[config.mk]
export PLATFORM = sky130hd
export DESIGN_NAME = qspi_rom_reader
export DESIGN_NICKNAME = d
export VERILOG_FILES = /design/src/rtl/qspi_pkg.sv /design/src/rtl/qspi_rom_reader.sv
export SDC_FILE = /design/constraint.sdc
export NUM_CORES = 1
export LEC_CHECK = 0
export CAP_MARGIN = 20
export CORE_UTILIZATION = 45
export DETAILED_ROUTE_END_ITERATION = 7
export GPL_TIMING_DRIVEN = 0
export PLACE_DENSITY = 0.67
export SLEW_MARGIN = 20
export SYNTH_ARGS = -nofsm -noshare
export SYNTH_HDL_FRONTEND = slang
export SYNTH_SLANG_ARGS = --single-unit
[constraint.sdc]
create_clock -name clk_pixel -period 2.65 [get_ports clk_pixel]
set_input_delay 0.265 -clock clk_pixel [delete_from_list [all_inputs] [get_ports clk_pixel]]
set_output_delay 0.265 -clock clk_pixel [all_outputs]
set_load 0.01 [all_outputs]
[src/rtl/qspi_pkg.sv]
// Shared QSPI constants and the reader state encoding (also used by the ROM emulator).
// QSPI_CONTINUOUS_READ_EN adds the HOLD state for sequential continuous reads.
package qspi_pkg;

    typedef enum logic [2:0] {
        S_IDLE  = 3'd0,
        S_CMD   = 3'd1,
        S_ADDR  = 3'd2,
        S_DUMMY = 3'd3,
        S_DATA  = 3'd4,
        S_DONE  = 3'd5
`ifdef QSPI_CONTINUOUS_READ_EN
        ,
        S_HOLD  = 3'd6
`endif
    } qspi_state_e;

    localparam logic [7:0] DEFAULT_READ_CMD      = 8'hEB;
    localparam int         DEFAULT_ADDR_BITS     = 24;
    localparam int         DEFAULT_DUMMY_NIBBLES = 4;
    localparam int         CMD_NIBBLES           = 2;
    localparam int         DATA_NIBBLES          = 2;

endpackage

[src/rtl/qspi_rom_reader.sv]
// Quad-I/O single-byte reader for a QSPI ROM: command, address, dummy, two data nibbles.
// Define QSPI_CONTINUOUS_READ_EN to keep the chip selected and serve sequential addresses from HOLD.
module qspi_rom_reader
    import qspi_pkg::*;
#(
    parameter int         DUMMY_NIBBLES = DEFAULT_DUMMY_NIBBLES,
    parameter logic [7:0] READ_CMD      = DEFAULT_READ_CMD,
    parameter int         ADDR_BITS     = DEFAULT_ADDR_BITS
) (
    input  logic                 clk_pixel,
    input  logic                 reset,
    input  logic                 req_valid,
    input  logic [ADDR_BITS-1:0] req_addr,
    output logic                 req_ready,
    output logic                 resp_valid,
    output logic [7:0]           resp_data,
    output logic                 select_n,
    output logic                 sclk,
    output logic [3:0]           io_out,
    output logic                 io_oe,
    input  logic [3:0]           io_in,
    output logic [2:0]           debug_state
);

    localparam logic [7:0] CMD_LAST   = 8'(CMD_NIBBLES - 1);
    localparam logic [7:0] ADDR_LAST  = 8'(ADDR_BITS / 4 - 1);
    localparam logic [7:0] DUMMY_LAST = 8'(DUMMY_NIBBLES - 1);
    localparam logic [7:0] DATA_LAST  = 8'(DATA_NIBBLES - 1);

    qspi_state_e          state;
    logic                 phase;
    logic [7:0]           cnt;
    logic [ADDR_BITS-1:0] addr_q;
    logic [ADDR_BITS-1:0] shreg;
    logic [3:0]           rx_hi;
`ifdef QSPI_CONTINUOUS_READ_EN
    localparam logic [ADDR_BITS-1:0] ADDR_ONE = ADDR_BITS'(1);
    logic                 restart;
`endif

    assign debug_state = state;

    // Valid/ready: a request is taken on a clock edge where req_valid && req_ready;
    // req_ready is a registered flag that is high only in IDLE (and HOLD), never queued.
    always_ff @(posedge clk_pixel) begin
        if (reset) begin
            state      <= S_IDLE;
            phase      <= 1'b0;
            cnt        <= '0;
            addr_q     <= '0;
            shreg      <= '0;
            rx_hi      <= '0;
            req_ready  <= 1'b1;
            resp_valid <= 1'b0;
            resp_data  <= '0;
            select_n   <= 1'b1;
            sclk       <= 1'b0;
            io_out     <= '0;
            io_oe      <= 1'b0;
`ifdef QSPI_CONTINUOUS_READ_EN
            restart    <= 1'b0;
`endif
        end else begin
            resp_valid <= 1'b0;
            case (state)
                S_IDLE: begin
                    if (req_valid) begin
                        addr_q    <= req_addr;
                        req_ready <= 1'b0;
                        select_n  <= 1'b0;
                        state     <= S_CMD;
                        cnt       <= '0;
                        phase     <= 1'b0;
                        io_oe     <= 1'b1;
                        io_out    <= READ_CMD[7:4];
                    end
                end
                S_CMD, S_ADDR, S_DUMMY, S_DATA: begin
                    // Phase 0 holds the nibble with sclk low; phase 1 raises sclk and
                    // its closing edge samples io_in and presents the next nibble.
                    phase <= ~phase;
                    sclk  <= ~phase;
                    if (phase) begin
                        cnt <= cnt + 8'd1;
                        case (state)
                            S_CMD: begin
                                if (cnt == CMD_LAST) begin
                                    state  <= S_ADDR;
                                    cnt    <= '0;
                                    io_out <= addr_q[ADDR_BITS-1 -: 4];
                                    shreg  <= addr_q << 4;
                                end else begin
                                    io_out <= READ_CMD[3:0];
                                end
                            end
                            S_ADDR: begin
                                if (cnt == ADDR_LAST) begin
                                    state  <= S_DUMMY;
                                    cnt    <= '0;
                                    io_oe  <= 1'b0;
                                    io_out <= '0;
                                end else begin
                                    io_out <= shreg[ADDR_BITS-1 -: 4];
                                    shreg  <= shreg << 4;
                                end
                            end
                            S_DUMMY: begin
                                if (cnt == DUMMY_LAST) begin
                                    state <= S_DATA;
                                    cnt   <= '0;
                                end
                            end
                            S_DATA: begin
                                if (cnt != DATA_LAST) begin
                                    rx_hi <= io_in;
                                end else begin
                                    resp_data  <= {rx_hi, io_in};
                                    resp_valid <= 1'b1;
                                    cnt        <= '0;
`ifdef QSPI_CONTINUOUS_READ_EN
                                    state      <= S_HOLD;
                                    req_ready  <= 1'b1;
`else
                                    state      <= S_DONE;
                                    select_n   <= 1'b1;
`endif
                                end
                            end
                            default: ;
                        endcase
                    end
                end
`ifdef QSPI_CONTINUOUS_READ_EN
                S_HOLD: begin
                    // The flash keeps streaming from the last address, so only the next
                    // sequential byte can skip the command/address/dummy phases.
                    if (req_valid) begin
                        addr_q    <= req_addr;
                        req_ready <= 1'b0;
                        cnt       <= '0;
                        phase     <= 1'b0;
                        if (req_addr == addr_q + ADDR_ONE) begin
                            state <= S_DATA;
                        end else begin
                            state    <= S_DONE;
                            select_n <= 1'b1;
                            restart  <= 1'b1;
                        end
                    end
                end
`endif
                S_DONE: begin
`ifdef QSPI_CONTINUOUS_READ_EN
                    if (restart) begin
                        restart  <= 1'b0;
                        state    <= S_CMD;
                        select_n <= 1'b0;
                        io_oe    <= 1'b1;
                        io_out   <= READ_CMD[7:4];
                        cnt      <= '0;
                        phase    <= 1'b0;
                    end else
`endif
                    begin
                        state     <= S_IDLE;
                        req_ready <= 1'b1;
                    end
                end
                default: begin
                    state     <= S_IDLE;
                    req_ready <= 1'b1;
                    select_n  <= 1'b1;
                    sclk      <= 1'b0;
                    io_oe     <= 1'b0;
                end
            endcase
        end
    end

endmodule

; Yosys cells after proc, flatten, opt, wreduce, memory -nomap -nowiden
; Cells that the tools add are included.
[op_classes]
n_eq_ne = 23
n_bitwise = 5
n_mux = 39
add_sub_neg = 1
reduce_logical = 17
[op_table]
columns = operator, count
row1 = $mux 24, 2
row2 = $mux 8, 6
row3 = $pmux 24 s2, 1
row4 = $pmux 8 s4, 1
row5 = $mux 3, 6
row6 = $mux 4, 4
row7 = $ne 2x2->1 const B, 8
row8 = $pmux 4 s2, 2
row9 = $pmux 8 s2, 1
row10 = $ne 3x3->1 const B, 5
row11 = $reduce_and 5->1, 3
row12 = $pmux 3 s4, 1
row13 = $reduce_and 4->1, 3
row14 = $mux 1, 9
row15 = $add 8x1->8 const B, 1
row16 = $eq 8x1->1 const B, 1
row17 = $eq 8x2->1 const B, 1
row18 = $eq 8x3->1 const B, 1
row19 = $ne 8x1->1 const B, 1
row20 = $reduce_or 4->1, 2
row21 = $reduce_and 7->1, 1
row22 = $eq 3x2->1 const B, 2
row23 = $eq 3x3->1 const B, 2
row24 = $pmux 1 s2, 3
row25 = other kinds (10), 18
[totals]
out_inout_bits = 20
regBits = 81
input_bits = 31
wordCells = 98

; Depth between registers and ports, before layout
; Gate-level depths: netlist of the first run.
[logic_depth]
word_depth = 5
mapped_depth = 8
ltp_nobuf = 7

; Least setup slack after synthesis of the first run
; No wires, ideal clock.
[synth_path]
path_type = reg2reg
start = register cnt[0]
end = register resp_data[3]
arrival_time_ns = 1.731
synth_period_minus_slack_ns = 1.858
n_path_buf = 1
stages_incl_launch_ff = 8
setup_time_ns = 0.128
slack_ns = 0.792
required_ns = 2.522
cell_sequence = dfxtp_1 ha_1 nor2b_1 nand3_2 or3_1 buf_2 mux2i_1 nor2_1
[synth_via]
elab_chain_cells = 3
[synth_lines]
columns = item, line
row1 = "start, declared", qspi_rom_reader.sv:32  ; logic [7:0] cnt;
row2 = "start signal, assigned", qspi_rom_reader.sv:84  ; cnt <= cnt + 8'd1;
row3 = $ne 8x1->1, qspi_rom_reader.sv:114  ; if (cnt != DATA_LAST) begin
row4 = $not 1->1 (no line), --
row5 = $reduce_and 4->1 (no line), --
row6 = "end signal, assigned", qspi_rom_reader.sv:117  ; resp_data <= {rx_hi, io_in};
row7 = "end, declared", qspi_rom_reader.sv:16  ; output logic [7:0] resp_data,
; Every way passes these cells.
; A chain may end at the register's enable or synchronous reset.

; Worst setup path after layout of the first run
[layout_path]
start = register cnt[0]
end = register shreg[6]
[layout_via]
elab_chain_cells = 3
elab_cells_between_ends = 5
classes_between = 4 x eq/ne / 1 x reduce/logical
[layout_lines]
columns = item, line
row1 = $eq 8x3->1 / $eq 8x1->1 (equally long branches), "qspi_rom_reader.sv:97, qspi_rom_reader.sv:87"
row2 = $ne 2x2->1 (no line), --
row3 = $reduce_and 5->1 (no line) (*), --
row4 = "end signal, assigned", qspi_rom_reader.sv:91  ; shreg <= addr_q << 4;
row5 = "end signal, assigned", qspi_rom_reader.sv:104  ; shreg <= shreg << 4;
row6 = "end, declared", qspi_rom_reader.sv:34  ; logic [ADDR_BITS-1:0] shreg;
; Mark *: on every way between the ends. The rest lies on a longest branch, timed or not.

==> run summary, run 1 <==
Detailed Routing Iterations Pass 1: 4
DRC: 0
Initial Utilization: 0.464
Worst-Margin Slew: 0.718 ns
Kind of start point of the critical path: flop
FF/Latch Area: 1540 um2
Worst-Skew Late Latency: 0.35 ns
Root buf cell: clkbuf_8
# Post-CTS Setup Buffers: 0
Hold_buf cts: 0
Pre-CTS worst setup slack: 0.384 ns
Sequential cell area fraction in the yosys report: 0.460
Power per cell area: 745 nW/um2
Most common cell after layout, fill and taps aside: nand2_1
Clk slew on worst S/H paths: 0.08 ns
Routability cong.: 0.924
Starting DRT DRC Count: 121
# fillers: 699
Max Cap Viol: 0
Die height: 88.3 um
Register bit total from synthesis: 77
Initial antenna violation count: 0
Min-delay worst type: in -> reg
Mapped Cells: 405
Post-synth cell types: 49
Diodes inserted: 0
RSZ-0062 raised after global routing: false
Slew headroom: 0.519
CTS tree: yes
Nets: 498
Largest net degree at the start of global routing: 14
Post-synth ARST share: 0
Syn_area_per_cell: 8.27 um2
Endpoint type of the worst setup path: flop
Clock Tree Buf Depth: 2
Core area: 7210 um2
Hold Fails Final Rpt: 0
Synth-to-Final Area Change: 24.3%
ANT nets after route: 0
I/O pin count: 51
Htree depth: 3
Fmax: 0.455 GHz
Min cycle time layout: 2.20 ns
Critical Path RT: 2.93 ns
Die ar.: 7790 um2
Post-DP HPWL: 5800 um
Post-Route WL: 7840 um
Max VDD drop: 371 uV
GRT Overall Usage: 0.221
Avg WL per Cell: 13.8 um
First-pass GRT wire length: 13200 um
Worst Path Buf+Inv: 1
CTS Sinks: 77
Remaining global-route overflow: 0
Cell family with most CP delay: compound AO/OA/AOI/OAI gates
Max FO, Critical Path: 10
Synthesized cell area: 3350 um2
Fin crit share: 0.830
Port bufs: 49
Die X: 88.3 um
CTS Buf Count: 9
Setup_tns: 0 ns
Post_cts resized: 0
Most used DFF post-synth: dfxtp_1
Status: finished, final reports clean
Vias in the first global route: 2775
Drt via density: 5.25
Area of the multi-input gates: 1650 um2
Worst path max stage delay: 0.45 ns
# setup viols final: 0
PnR worst setup slack: 0.451 ns
Arr. time, crit path: 2.48 ns
Share of cells above drive strength 1: 0.0809
Worst path cell trace: ha_1, nor2b_1, nand3_2, a221oi_2, buf_2, nand3_1, a21oi_1
YS warnings: 0
Setup CP Type: reg -> reg
Syn nets: 438
Number of synthesized flops with an enable pin: 0
Commonest non-fill, non-tap cells in the layout: 92 x nand2_1, 77 x dfxtp_1, 49 x nor2_1, 49 x clkdlybuf4s50_1, 35 x a21oi_1
Final-report max-slew violation count: 0
DR vias: 2987
Leakage: 0.00153 uW
Worst Clk Skew: 0.00892 ns
Slowest cell on the critical path: dfxtp_1
FP Rows: 31
synth_stat cells (3+ instances only):
cell type	number	area share
a21oi_1	35	0.052
a211oi_1	5	0.011
a311oi_1	17	0.044
nor2b_1	3	0.0056
nand2_1	92	0.10
buf_2	7	0.010
nand4_1	4	0.0075
o21ai_0	9	0.013
mux2i_1	13	0.039
inv_1	5	0.0056
xor2_1	4	0.010
o211ai_1	3	0.0067
nand2b_1	4	0.0075
dfxtp_1	77	0.46
and3_1	3	0.0056
or3_1	3	0.0056
clkbuf_1	18	0.020
nor3_1	4	0.0060
nor2_1	49	0.055
nand3_1	10	0.015
per-layer routing:
layer	track usage	part of all wire
met1	0.295	0.45
met2	0.350	0.49
met3	0.0448	0.041
met4	0.0880	0.018
met5	0	0
final timing paths:
path	startpoint	endpoint	slack [ns]	cells past startpoint
max	cnt[0]	shreg[6]	0.45	7
min	reset	debug_state[0]	0.45	4
max reg2reg	cnt[0]	shreg[6]	0.45	7
min reg2reg	addr_q[15]	addr_q[15]	0.46	2
kinds of logic after synthesis:
family / Yosys count / share of synthesized area
AO/OA/AOI/OAI: 88 / 0.178
XOR/XNOR: 6 / 0.0157
adder cells (fa/ha/maj): 2 / 0.00747
buffers and inverters: 35 / 0.0486
flip-flops: 77 / 0.460
multiplexers: 13 / 0.0388
AND/OR/NAND/NOR: 184 / 0.251
stage by stage:
stage / utilization / cells / power [uW] / hold slack [ns] / area (um2)
after floorplan: - / 405 / 1930 / 0.401 / 3350
final: 0.577 / 569 / 3100 / 0.446 / 4160
after global placement: 0.549 / 553 / 2200 / 0.443 / 3960
after CTS: 0.577 / 569 / 3120 / 0.435 / 4160
after global routing: 0.577 / 569 / 3300 / 0.450 / 4160
after detailed placement: 0.549 / 553 / 2220 / 0.451 / 3960
flip-flops by register name, summed over array words and instances, names as in the netlist:
| name | count |
|---|---|
| addr_q | 24 |
| cnt | 8 |
| debug_state | 3 |
| io_oe | 1 |
| io_out | 4 |
| phase | 1 |
| req_ready | 1 |
| resp_data | 8 |
| resp_valid | 1 |
| rx_hi | 4 |
| sclk | 1 |
| select_n | 1 |
| shreg | 20 |
where the power goes:
part	switching, uW	total [uW]	internal, uW
registers	83.6	1370	1290
clock network	452	912	459
logic	483	818	334
layout make-up:
class	count	area share
Multi-Input combinational cell	293	0.395
Sequential cell	77	0.370
Timing Repair Buffer	49	0.118
Buffer	29	0.0337
Clock buffer	10	0.0331
Tap cell	99	0.0298
Clock inverter	6	0.0147
Inverter	6	0.00541
worst min-delay path: stages:
cell and delay, ns:
clkbuf_1 0.27, a211oi_1 0.09, nand3_1 0.08, nand2_1 0.04
No activity file was read; power rests on OpenSTA's default activity.
==> run 2: changes to the inputs <==
- clock period: 2.65 -> 2.2 ns (I/O delays scaled with it)
==> run 2 against run 1 <==
  * Sequential share of layout area decreased by 0.18 points
  * Register-to-register slack got worse by 0.28 ns
  * Clock-buffer cell count unchanged
  * Sequential cell count unchanged
  * Cell count unchanged
  * Routed wire length increased by 0.27%
  * Core utilization increased by 0.33 points
  * Combinational power increased by 22%
  * Design area increased by 0.57%
  * Clock skew increased by 0.0018 ns
  * Largest power group unchanged
  * Via count increased by 0.20%
==> run summary, run 2 (synthesized netlist as in run 1, its figures left out) <==
Sw Share: 0.330 (+0.00146)
Port bufs: 49 (unchanged)
Starting DRT DRC Count: 100 (-17%)
Slew headroom: 0.536 (+0.0173)
Setup_tns: 0 ns (unchanged)
Largest net degree at the start of global routing: 14 (unchanged)
Gate power share: 0.266 (+0.002)
FF/Latch Area: 1540 um2 (about the same)
Depth of the worst hold-timing path: 4 (unchanged)
Die height: 88.3 um (unchanged)
Htree depth: 3 (unchanged)
FP Rows: 31 (unchanged)
# fillers: 693 (-0.86%)
GRT Overall Usage: 0.220 (about the same)
Reg2reg setup slack: 0.17 ns (-0.28 ns)
Area of the multi-input gates: 1660 um2 (+1.1%)
Routability cong.: 0.924 (unchanged)
Drt via density: 5.26 (+0.20%)
Fin crit share: 0.922 (+0.0926)
Largest Register: addr_q
Final Util: 0.580 (+0.00329)
Min cycle time layout: 2.03 ns (-0.170 ns)
Core area: 7210 um2 (unchanged)
Kind of start point of the critical path: flop
Clk pwr share: 0.293 (about the same)
Post-route insts no fill: 569 (unchanged)
Arr. time, crit path: 2.31 ns (-0.17 ns)
Die X: 88.3 um (unchanged)
Avg WL per Cell: 13.8 um (+0.27%)
Critical Path RT: 2.48 ns (-0.45 ns)
Max VDD drop: 447 uV (+21%)
Min-delay worst type: in -> reg
Setup CP Type: reg -> reg
Synth-to-Final Area Change: 25.0%
Largest registers: addr_q (24), shreg (20)
Post-route cell area: 4190 um2 (+0.57%)
Switching power: 1240 uW (+22%)
DR vias: 2993 (+0.20%)
Final-report max-slew violation count: 0 (unchanged)
Endpoint type of the worst setup path: flop
Fmax: 0.493 GHz (+8.4%)
Worst-Margin Slew: 0.692 ns (-0.0258 ns)
P_int: 2520 uW (+21%)
Nets: 498 (unchanged)
DRC: 0 (unchanged)
Remaining global-route overflow: 0 (unchanged)
Hold_buf cts: 0 (unchanged)
Power per cell area: 898 nW/um2 (+20%)
Status: finished, final reports clean
# Post-CTS Setup Buffers: 0 (unchanged)
Leakage: 0.00153 uW (+0.11%)
Post-DP HPWL: 5800 um (unchanged)
I/O pin count: 51 (unchanged)
Initial Utilization: 0.464 (unchanged)
Worst-Skew Late Latency: 0.35 ns (about the same)
Initial antenna violation count: 0 (unchanged)
Sequential power share: 0.441 (-0.002)
Diodes inserted: 0 (unchanged)
Post-Route WL: 7860 um (+0.27%)
Root buf cell: clkbuf_8
Clk slew on worst S/H paths: 0.08 ns (about the same)
Most common cell after layout, fill and taps aside: nand2_1
Share of cells above drive strength 1: 0.0851 (+0.00426)
First-pass GRT wire length: 13200 um (about the same)
Worst Clk Skew: 0.0107 ns (+0.00183 ns)
Fin Hold WS: 0.399 ns (-0.0471 ns)
Max Cap Viol: 0 (unchanged)
Vias in the first global route: 2779 (+0.14%)
CTS Sinks: 77 (unchanged)
Detailed Routing Iterations Pass 1: 4 (unchanged)
Commonest non-fill, non-tap cells in the layout: 92 x nand2_1, 76 x dfxtp_1, 49 x nor2_1, 49 x clkdlybuf4s50_1, 35 x a21oi_1
CTS tree: yes
Largest register FFs: 24 (unchanged)
Die ar.: 7790 um2 (unchanged)
Placed Instance Area: 3960 um2 (unchanged)
ANT nets after route: 0 (unchanged)
Placed insts: 553 (unchanged)
CTS Buf Count: 9 (unchanged)
Reg2reg path depth: 8 (+1)
Max FO, Critical Path: 10 (unchanged)
# setup viols final: 0 (unchanged)
Clock Tree Buf Depth: 2 (unchanged)
Hold Fails Final Rpt: 0 (unchanged)
[run 2: cell counts in the layout (fill, tap and decap cells not counted)]
Identical to the previous run, type by type.
[run 2: worst paths after layout]
check | start | endpoint
worst min-delay path | reset | debug_state[0]
worst max-delay path | cnt[1] | shreg[6]
worst max register to register | cnt[1] | shreg[6]
worst min register to register | addr_q[17] | addr_q[17]
[run 2: layout make-up]
type / count / share of cell area
plain buffers: 29 / 0.0344
clock buffers: 10 / 0.0329
clock inverters: 6 / 0.0146
inverters: 6 / 0.00538
multi-input cells: 293 / 0.397
flip-flops and latches: 77 / 0.368
well taps: 99 / 0.0296
repair buffers: 49 / 0.117
[run 2: power groups by stage]
stage          Combinational, uW  Clock (uW)  Sequential (uW)
3_5_place_dp                 983           0             1690
2_1_floorplan                650           0             1680
4_1_cts                      995        1120             1650
6_report                    1000        1100             1660
3_3_place_gp                 971           0             1680
5_1_grt                     1120        1200             1680
[run 2: per-layer routing]
metal | vias up | track usage | wire [um]
met5 | - | 0 | 0
met4 | 0 | 0.0894 | 143
met3 | 15 | 0.0448 | 357
met2 | 77 | 0.349 | 3790
met1 | 1380 | 0.295 | 3570
li1 | 1521 | - | -
[run 2: worst max-delay path, stage by stage, from the launching register on]
cell and delay (ns):
dfxtp_1 0.36, inv_1 0.07, ha_1 0.23, nor2b_4 0.21
nand3_2 0.16, a221oi_4 0.38, buf_2 0.28, nand3_1 0.10
a21oi_1 0.17
[run 2: per-stage QoR]
| step | worst slack (ns) | total power (uW) |
|---|---|---|
| 2_1_floorplan | 0.342 | 2330 |
| 3_3_place_gp | -0.00365 | 2660 |
| 3_5_place_dp | -0.0207 | 2670 |
| 4_1_cts | 0.0429 | 3770 |
| 5_1_grt | -0.0255 | 3990 |
| 6_report | 0.171 | 3760 |
[run 2: timing repair]
action                                  in CTS  in global routing
gates resized for setup                      1                  4
endpoints found under the setup margin       3                 28
pin swaps                                    0                  1
